## src/rtl/retire_unit_if.sv

```systemverilog
// rtl/retire_unit_if.sv - ROB head to retire unit bundle plus commit outputs toward AMT and free list.
interface retire_unit_if #(
  parameter int C_RT_NUM        = 2,
  parameter int C_ARCH_REG_NUM  = 32,
  parameter int C_TAG_IDX_WIDTH = 6,
  parameter int C_CNT_WIDTH     = 64
);
  localparam int AW = $clog2(C_ARCH_REG_NUM);
  localparam int NW = $clog2(C_RT_NUM + 1);

  typedef struct packed {
    logic                       wr_en;
    logic [AW-1:0]              arch_reg;
    logic [C_TAG_IDX_WIDTH-1:0] phy_reg;
  } rob_amt_t;

  logic [C_RT_NUM-1:0]                      rob_head_valid_i;
  logic [C_RT_NUM-1:0]                      rob_head_complete_i;
  logic [C_RT_NUM-1:0][AW-1:0]              rob_head_arch_reg_i;
  logic [C_RT_NUM-1:0][C_TAG_IDX_WIDTH-1:0] rob_head_tag_i;
  logic [C_RT_NUM-1:0][C_TAG_IDX_WIDTH-1:0] rob_head_tag_old_i;
  logic [C_RT_NUM-1:0]                      rob_head_mispred_i;
  logic [C_RT_NUM-1:0]                      rob_head_halt_i;
  logic [C_RT_NUM-1:0][31:0]                rob_head_target_i;

  logic [NW-1:0]                            retire_num_o;
  rob_amt_t [C_RT_NUM-1:0]                  rob_amt_o;
  logic [C_RT_NUM-1:0]                      fl_free_valid_o;
  logic [C_RT_NUM-1:0][C_TAG_IDX_WIDTH-1:0] fl_free_tag_o;
  logic                                     rollback_o;
  logic [31:0]                              redirect_pc_o;
  logic                                     flush_busy_o;
  logic                                     halt_o;
  logic [C_CNT_WIDTH-1:0]                   retired_cnt_o;

  modport master (
    output rob_head_valid_i, rob_head_complete_i, rob_head_arch_reg_i, rob_head_tag_i,
           rob_head_tag_old_i, rob_head_mispred_i, rob_head_halt_i, rob_head_target_i,
    input  retire_num_o, rob_amt_o, fl_free_valid_o, fl_free_tag_o, rollback_o,
           redirect_pc_o, flush_busy_o, halt_o, retired_cnt_o
  );

  modport slave (
    input  rob_head_valid_i, rob_head_complete_i, rob_head_arch_reg_i, rob_head_tag_i,
           rob_head_tag_old_i, rob_head_mispred_i, rob_head_halt_i, rob_head_target_i,
    output retire_num_o, rob_amt_o, fl_free_valid_o, fl_free_tag_o, rollback_o,
           redirect_pc_o, flush_busy_o, halt_o, retired_cnt_o
  );
endinterface

```

## src/rtl/retire_unit.sv

```systemverilog
// rtl/retire_unit.sv - In-order commit of the ROB head with rollback flush window and sticky halt.
module retire_unit #(
  parameter int C_RT_NUM       = 2,
  parameter int C_ARCH_REG_NUM = 32,
  parameter int C_FLUSH_CYCLES = 2,
  parameter int C_CNT_WIDTH    = 64
) (
  input  logic           clk_i,
  input  logic           rst_n_i,
  retire_unit_if.slave   bus
);
  localparam int AW = $clog2(C_ARCH_REG_NUM);
  localparam int NW = $clog2(C_RT_NUM + 1);
  localparam int FW = (C_FLUSH_CYCLES > 1) ? $clog2(C_FLUSH_CYCLES) : 1;

  typedef enum logic [1:0] {
    RUN    = 2'd0,
    FLUSH  = 2'd1,
    HALTED = 2'd2
  } state_t;

  state_t                 r_state;
  state_t                 w_state_nxt;
  logic [FW-1:0]          r_flush_cnt;
  logic [FW-1:0]          w_flush_nxt;
  logic [C_CNT_WIDTH-1:0] r_retired_cnt;

  logic                   w_commit_en;
  logic [C_RT_NUM-1:0]    w_ret;
  logic [NW-1:0]          w_num;
  logic                   w_rollback;
  logic [31:0]            w_redirect;
  logic                   w_halt_ret;

  // Outputs are held at zero during reset, so gating includes rst_n_i directly.
  assign w_commit_en = rst_n_i && (r_state == RUN);

  // Retire chain: an entry retires only if every older one did and was not a
  // mispredict or halt; halt takes priority over mispredict on the same entry.
  always_comb begin
    logic w_prev_ok;
    w_prev_ok  = w_commit_en;
    w_ret      = '0;
    w_num      = '0;
    w_rollback = 1'b0;
    w_redirect = '0;
    w_halt_ret = 1'b0;
    for (int j = 0; j < C_RT_NUM; j++) begin
      w_ret[j]  = w_prev_ok && bus.rob_head_valid_i[j] && bus.rob_head_complete_i[j];
      w_num     = w_num + NW'(w_ret[j]);
      if (w_ret[j] && bus.rob_head_halt_i[j]) begin
        w_halt_ret = 1'b1;
      end else if (w_ret[j] && bus.rob_head_mispred_i[j]) begin
        w_rollback = 1'b1;
        w_redirect = bus.rob_head_target_i[j];
      end
      w_prev_ok = w_ret[j] && !bus.rob_head_mispred_i[j] && !bus.rob_head_halt_i[j];
    end
  end

  always_comb begin
    bus.rob_amt_o       = '0;
    bus.fl_free_valid_o = '0;
    bus.fl_free_tag_o   = '0;
    for (int j = 0; j < C_RT_NUM; j++) begin
      if (w_commit_en) begin
        bus.rob_amt_o[j].arch_reg = bus.rob_head_arch_reg_i[j];
        bus.rob_amt_o[j].phy_reg  = bus.rob_head_tag_i[j];
        bus.fl_free_tag_o[j]      = bus.rob_head_tag_old_i[j];
      end
      bus.rob_amt_o[j].wr_en = w_ret[j] && (bus.rob_head_arch_reg_i[j] != {AW{1'b0}});
      bus.fl_free_valid_o[j] = w_ret[j] && (bus.rob_head_arch_reg_i[j] != {AW{1'b0}});
    end
  end

  always_comb begin
    w_state_nxt = r_state;
    w_flush_nxt = r_flush_cnt;
    case (r_state)
      RUN: begin
        if (w_halt_ret) begin
          w_state_nxt = HALTED;
        end else if (w_rollback) begin
          w_state_nxt = FLUSH;
          w_flush_nxt = FW'(C_FLUSH_CYCLES - 1);
        end
      end
      FLUSH: begin
        if (r_flush_cnt == '0) begin
          w_state_nxt = RUN;
        end else begin
          w_flush_nxt = r_flush_cnt - 1'b1;
        end
      end
      HALTED:  w_state_nxt = HALTED;
      default: w_state_nxt = RUN;
    endcase
  end

  always_ff @(posedge clk_i or negedge rst_n_i) begin
    if (!rst_n_i) begin
      r_state       <= RUN;
      r_flush_cnt   <= '0;
      r_retired_cnt <= '0;
    end else begin
      r_state       <= w_state_nxt;
      r_flush_cnt   <= w_flush_nxt;
      r_retired_cnt <= r_retired_cnt + C_CNT_WIDTH'(w_num);
    end
  end

  assign bus.retire_num_o  = w_num;
  assign bus.rollback_o    = w_rollback;
  assign bus.redirect_pc_o = w_redirect;
  assign bus.flush_busy_o  = rst_n_i && (r_state == FLUSH);
  assign bus.halt_o        = rst_n_i && (r_state == HALTED);
  assign bus.retired_cnt_o = r_retired_cnt;
endmodule

```

## src/flat_wrapper.sv

```systemverilog
// flat-port wrapper written by rule: the top's interface ports become plain ports
module retire_unit_flat 
#(
  parameter int C_RT_NUM       = 2,
  parameter int C_ARCH_REG_NUM = 32,
  parameter int C_FLUSH_CYCLES = 2,
  parameter int C_CNT_WIDTH    = 64
)
  (clk_i, rst_n_i, bus_rob_head_valid_i, bus_rob_head_complete_i, bus_rob_head_arch_reg_i, bus_rob_head_tag_i, bus_rob_head_tag_old_i, bus_rob_head_mispred_i, bus_rob_head_halt_i, bus_rob_head_target_i, bus_retire_num_o, bus_rob_amt_o, bus_fl_free_valid_o, bus_fl_free_tag_o, bus_rollback_o, bus_redirect_pc_o, bus_flush_busy_o, bus_halt_o, bus_retired_cnt_o);
  retire_unit_if #(.C_RT_NUM(C_RT_NUM), .C_ARCH_REG_NUM(C_ARCH_REG_NUM), .C_TAG_IDX_WIDTH(6), .C_CNT_WIDTH(C_CNT_WIDTH)) bus_i ();
  input  logic clk_i;
  input  logic rst_n_i;
  input wire logic [$bits(bus_i.rob_head_valid_i)-1:0] bus_rob_head_valid_i;
  input wire logic [$bits(bus_i.rob_head_complete_i)-1:0] bus_rob_head_complete_i;
  input wire logic [$bits(bus_i.rob_head_arch_reg_i)-1:0] bus_rob_head_arch_reg_i;
  input wire logic [$bits(bus_i.rob_head_tag_i)-1:0] bus_rob_head_tag_i;
  input wire logic [$bits(bus_i.rob_head_tag_old_i)-1:0] bus_rob_head_tag_old_i;
  input wire logic [$bits(bus_i.rob_head_mispred_i)-1:0] bus_rob_head_mispred_i;
  input wire logic [$bits(bus_i.rob_head_halt_i)-1:0] bus_rob_head_halt_i;
  input wire logic [$bits(bus_i.rob_head_target_i)-1:0] bus_rob_head_target_i;
  output wire logic [$bits(bus_i.retire_num_o)-1:0] bus_retire_num_o;
  output wire logic [$bits(bus_i.rob_amt_o)-1:0] bus_rob_amt_o;
  output wire logic [$bits(bus_i.fl_free_valid_o)-1:0] bus_fl_free_valid_o;
  output wire logic [$bits(bus_i.fl_free_tag_o)-1:0] bus_fl_free_tag_o;
  output wire logic [$bits(bus_i.rollback_o)-1:0] bus_rollback_o;
  output wire logic [$bits(bus_i.redirect_pc_o)-1:0] bus_redirect_pc_o;
  output wire logic [$bits(bus_i.flush_busy_o)-1:0] bus_flush_busy_o;
  output wire logic [$bits(bus_i.halt_o)-1:0] bus_halt_o;
  output wire logic [$bits(bus_i.retired_cnt_o)-1:0] bus_retired_cnt_o;
  assign bus_i.rob_head_valid_i = bus_rob_head_valid_i;
  assign bus_i.rob_head_complete_i = bus_rob_head_complete_i;
  assign bus_i.rob_head_arch_reg_i = bus_rob_head_arch_reg_i;
  assign bus_i.rob_head_tag_i = bus_rob_head_tag_i;
  assign bus_i.rob_head_tag_old_i = bus_rob_head_tag_old_i;
  assign bus_i.rob_head_mispred_i = bus_rob_head_mispred_i;
  assign bus_i.rob_head_halt_i = bus_rob_head_halt_i;
  assign bus_i.rob_head_target_i = bus_rob_head_target_i;
  assign bus_retire_num_o = bus_i.retire_num_o;
  assign bus_rob_amt_o = bus_i.rob_amt_o;
  assign bus_fl_free_valid_o = bus_i.fl_free_valid_o;
  assign bus_fl_free_tag_o = bus_i.fl_free_tag_o;
  assign bus_rollback_o = bus_i.rollback_o;
  assign bus_redirect_pc_o = bus_i.redirect_pc_o;
  assign bus_flush_busy_o = bus_i.flush_busy_o;
  assign bus_halt_o = bus_i.halt_o;
  assign bus_retired_cnt_o = bus_i.retired_cnt_o;
  retire_unit #(.C_RT_NUM(C_RT_NUM), .C_ARCH_REG_NUM(C_ARCH_REG_NUM), .C_FLUSH_CYCLES(C_FLUSH_CYCLES), .C_CNT_WIDTH(C_CNT_WIDTH)) u_core (.clk_i(clk_i), .rst_n_i(rst_n_i), .bus(bus_i));
endmodule
```

## config.mk

```make
export PLATFORM = sky130hd
export DESIGN_NAME = retire_unit_flat
export DESIGN_NICKNAME = d
export VERILOG_FILES = /design/src/rtl/retire_unit_if.sv /design/src/rtl/retire_unit.sv /design/src/flat_wrapper.sv
export SDC_FILE = /design/constraint.sdc
export NUM_CORES = 1
export LEC_CHECK = 0
export CAP_MARGIN = 15
export CELL_PAD_IN_SITES_DETAIL_PLACEMENT = 1
export CELL_PAD_IN_SITES_GLOBAL_PLACEMENT = 1
export CORE_MARGIN = 5
export CORE_UTILIZATION = 29
export DETAILED_ROUTE_END_ITERATION = 10
export GPL_TIMING_DRIVEN = 0
export PLACE_DENSITY = 0.91
export SLEW_MARGIN = 20
export SYNTH_ARGS = -nofsm -noshare
export SYNTH_HDL_FRONTEND = slang
export SYNTH_SLANG_ARGS = --single-unit
```

## constraint.sdc

```tcl
create_clock -name clk_i -period 7.6 [get_ports clk_i]
set_input_delay 2.28 -clock clk_i [delete_from_list [all_inputs] [get_ports clk_i]]
set_output_delay 2.28 -clock clk_i [all_outputs]
set_load 0.02 [all_outputs]
```

==> results of run 1 <==
-- worst max-delay path: stages --
cell	delay, ns
buf_6	0.27
buf_12	0.27
nor3b_4	0.27
nand3_2	0.19
nor4_4	0.27
and3b_1	0.20
buf_2	0.21
buf_6	0.17
a22o_1	0.15
clkdlybuf4s50_1	0.64
-- what timing repair did --
item,4_1_cts,5_1_grt
hold endpoints to repair,0,0
resized for setup,2,0
buffers inserted,0,1
endpoints found under the setup margin,14,30
-- power groups by stage --
| stage | sequential [mW] | combinational (mW) | clock, mW |
|---|---|---|---|
| after detailed placement | 0.404 | 0.300 | 0 |
| after floorplan | 0.414 | 0.106 | 0 |
| final | 0.398 | 0.299 | 0.458 |
| after global routing | 0.402 | 0.319 | 0.487 |
| after CTS | 0.398 | 0.301 | 0.471 |
| after global placement | 0.401 | 0.290 | 0 |
-- logic make-up after synthesis --
logic type      Yosys count  share of synthesized area, %
xor+xnor                 62                          13.9
compound gates           39                          8.62
buf+inv                  27                          3.72
simple gates            171                          29.3
fa+ha+maj                 4                          1.47
flops                    67                          43.0
-- synthesized netlist by cell type (4+ instances only) --
library cell,instances
a22o_1,32
and2_1,39
and3_1,9
and4_1,6
buf_6,4
clkbuf_1,6
dfrtp_1,67
inv_1,12
nand2_1,21
nand3_1,16
nand3_2,8
nand4_1,21
nor2_1,20
nor3_1,5
xnor2_1,43
xor2_1,19
-- state kept, by name (all words and copies together), names as in the netlist --
register and count:
u_core.bus.retired_cnt_o 64, u_core.r_state 2, u_core.r_flush_cnt 1
-- layer usage --
| layer | part of all wire (%) | routed length [µm] | vias to the layer above |
|---|---|---|---|
| met1 | 38 | 6350 | 1933 |
| li1 | - | - | 1831 |
| met2 | 55 | 9120 | 145 |
| met3 | 4.6 | 764 | 15 |
| met5 | 0 | 0 | - |
| met4 | 1.7 | 278 | 0 |
-- how the worst max path moves through the flow --
stage	start	end	slack, ns	cells after the start
finish	rst_n_i	bus_redirect_pc_o[3]	0.36	10
global route	rst_n_i	bus_redirect_pc_o[15]	0.10	10
CTS	rst_n_i	bus_redirect_pc_o[15]	0.11	10
detailed placement	rst_n_i	bus_redirect_pc_o[15]	-0.04	8
global placement	rst_n_i	bus_redirect_pc_o[17]	-2.17	7
floorplan	rst_n_i	bus_redirect_pc_o[10]	1.72	7
-- area by class of cell --
class / instances / area (µm²) / share of cell area (%)
buffer: 15 / 100 / 1.44
clock buffer: 12 / 256 / 3.69
clock inverter: 4 / 72.6 / 1.04
tap: 176 / 220 / 3.17
sequential: 67 / 1680 / 24.1
multi-input combinational: 276 / 2090 / 30.0
antenna: 2 / 5.00 / 0.0720
inverter: 12 / 45.0 / 0.648
timing repair buffer: 248 / 2490 / 35.8
==> impl_metrics.toml, run 1 <==
[status]
status = "finished clean"

[timing]
clock_skew_ns = 0.00914
tns_ns = 0
fmax_ghz = 0.138
rsz0062_at_grt = "no"
hold_ws_ns = 0.487
fin_ws_ns = 0.355
final_hold_viol_count = 0
fin_crit_sh_pct = 95.3
min_period_ns = 7.24
slew_headroom_pct = 57.8
maxSlewViolCount = 0
worst_pin_slew_ns = 0.631
report.final.setup_viol = 0

[routing]
drtPass1Iterations = 4
drtIter0Drc = 107
vias = 3924
vias_per_cell = 4.83
drt-total-wl_mm = 16.5
wl_per_cell_um = 20.3
drc = 0
final_antenna_net_count = 0

[power_and_ir_drop]
finalPower_mw = 1.15
p_int_mw = 0.841
peakVddDrop_mv = 0.151
seq_power_share_pct = 34.5
comb_power_share_pct = 25.9
clkPwrFrac_pct = 39.6
power_leakage_nw = 2.93
p_sw_share_pct = 27.2
power.density_nw_per_um2 = 166
switchingPower_mw = 0.314

[placement]
io_buffer_count = 246
dp_cells = 793
post-dp-hpwl_mm = 13.8
place_ws_ns = -0.0402
dpl_cell_area_um2 = 6600
place.gp.congestion = 0.971

[floorplanning]
core_um2 = 13200
die_w_um = 126
initial_core_util_pct = 29.5
std_cell_rows = 42
die_height_um = 126
die-area_um2 = 15900
ios = 247

[grt]
use_met3_pct = 4.40
gr-total-overflow = 0
grt_start_max_net_pins = 39
first_global_vias = 4289
grtUsageMet2_pct = 38.7
globalRouteMet1Util_pct = 22.5
grt_antenna_before_repair = 2
busiest_layer = "met2"
grt_pass1_wl_mm = 25.2
grt.total_usage_pct = 20.2

[critical_path]
arrival_ns = 4.96
r2r_setup_slack_ns = 4.24
end_kind = "output port"
rr_startpoint = "u_core.r_state[0]"
crit_required_ns = 5.32
worstReg2RegEnd = "u_core.bus.retired_cnt_o[60]"
worstSetupPathType = "in -> out"
reg2reg_depth = 12
start_kind = "input pin"
critPathMaxFanout = 38

[hold_path]
min_delay_path_depth = 1
min_from = "u_core.bus.retired_cnt_o[63]"
hold_end = "u_core.bus.retired_cnt_o[63]"
hold_class = "reg -> reg"

[clock_network]
cts_tree = "built"
root_buffer = "clkbuf_16"
clkTransAtPathRegs_ns = 0.05
cts.path.max_buffers = 2
insertion_delay_ns = 0.33
numCtsBuffers = 9
cts_hold_buffers = 0
clock-sinks = 67
cts_max_level = 3

[synthesis]
yosysSeqAreaShare_pct = 43.0
synth_nets = 482
async_flop_share_pct = 100
avgSynthCellArea_um2 = 10.5
synth_flop_cell = "dfrtp_1"
netlist.area_leader.share_pct = 43.0
yosysWarnings = 0
synth-edff-count = 0
synth.area.top_cells = "dfrtp_1 43%, xnor2_1 9.7%, a22o_1 7.2%, and2_1 6.3%, xor2_1 4.3%"
syn_inst = 370
yosys.cell_types.count = 44
ys_ff_latch = 67
syn_area_um2 = 3900
synth_largest_area_cell = "dfrtp_1"

[layout]
area_delta_synth_final_pct = 78.2
final_common_cell = "clkdlybuf4s50_1"
final_net_count = 741
instances_no_fill = 812
fin_area_um2 = 6950
drive_above_1_share_pct = 8.83
utilization_pct = 52.5
fill_cells = 1469
final_cell_mix = "245 x clkdlybuf4s50_1, 67 x dfrtp_1, 43 x xnor2_1, 39 x and2_1, 32 x a22o_1"

[job]
drv_cap = 0
No activity file was read; power rests on OpenSTA's default activity.
==> inputs of run 2 (changes only) <==
--- a/config.mk
+++ b/config.mk
@@ -13,7 +13,9 @@
 export DETAILED_ROUTE_END_ITERATION = 10
 export GPL_TIMING_DRIVEN = 0
 export PLACE_DENSITY = 0.91
+export SETUP_SLACK_MARGIN = 0.05
 export SLEW_MARGIN = 20
 export SYNTH_ARGS = -nofsm -noshare
 export SYNTH_HDL_FRONTEND = slang
 export SYNTH_SLANG_ARGS = --single-unit
+export TNS_END_PERCENT = 1
==> results of run 2 <==
No change in the layout: final DEF, timing and power equal those of run 1.
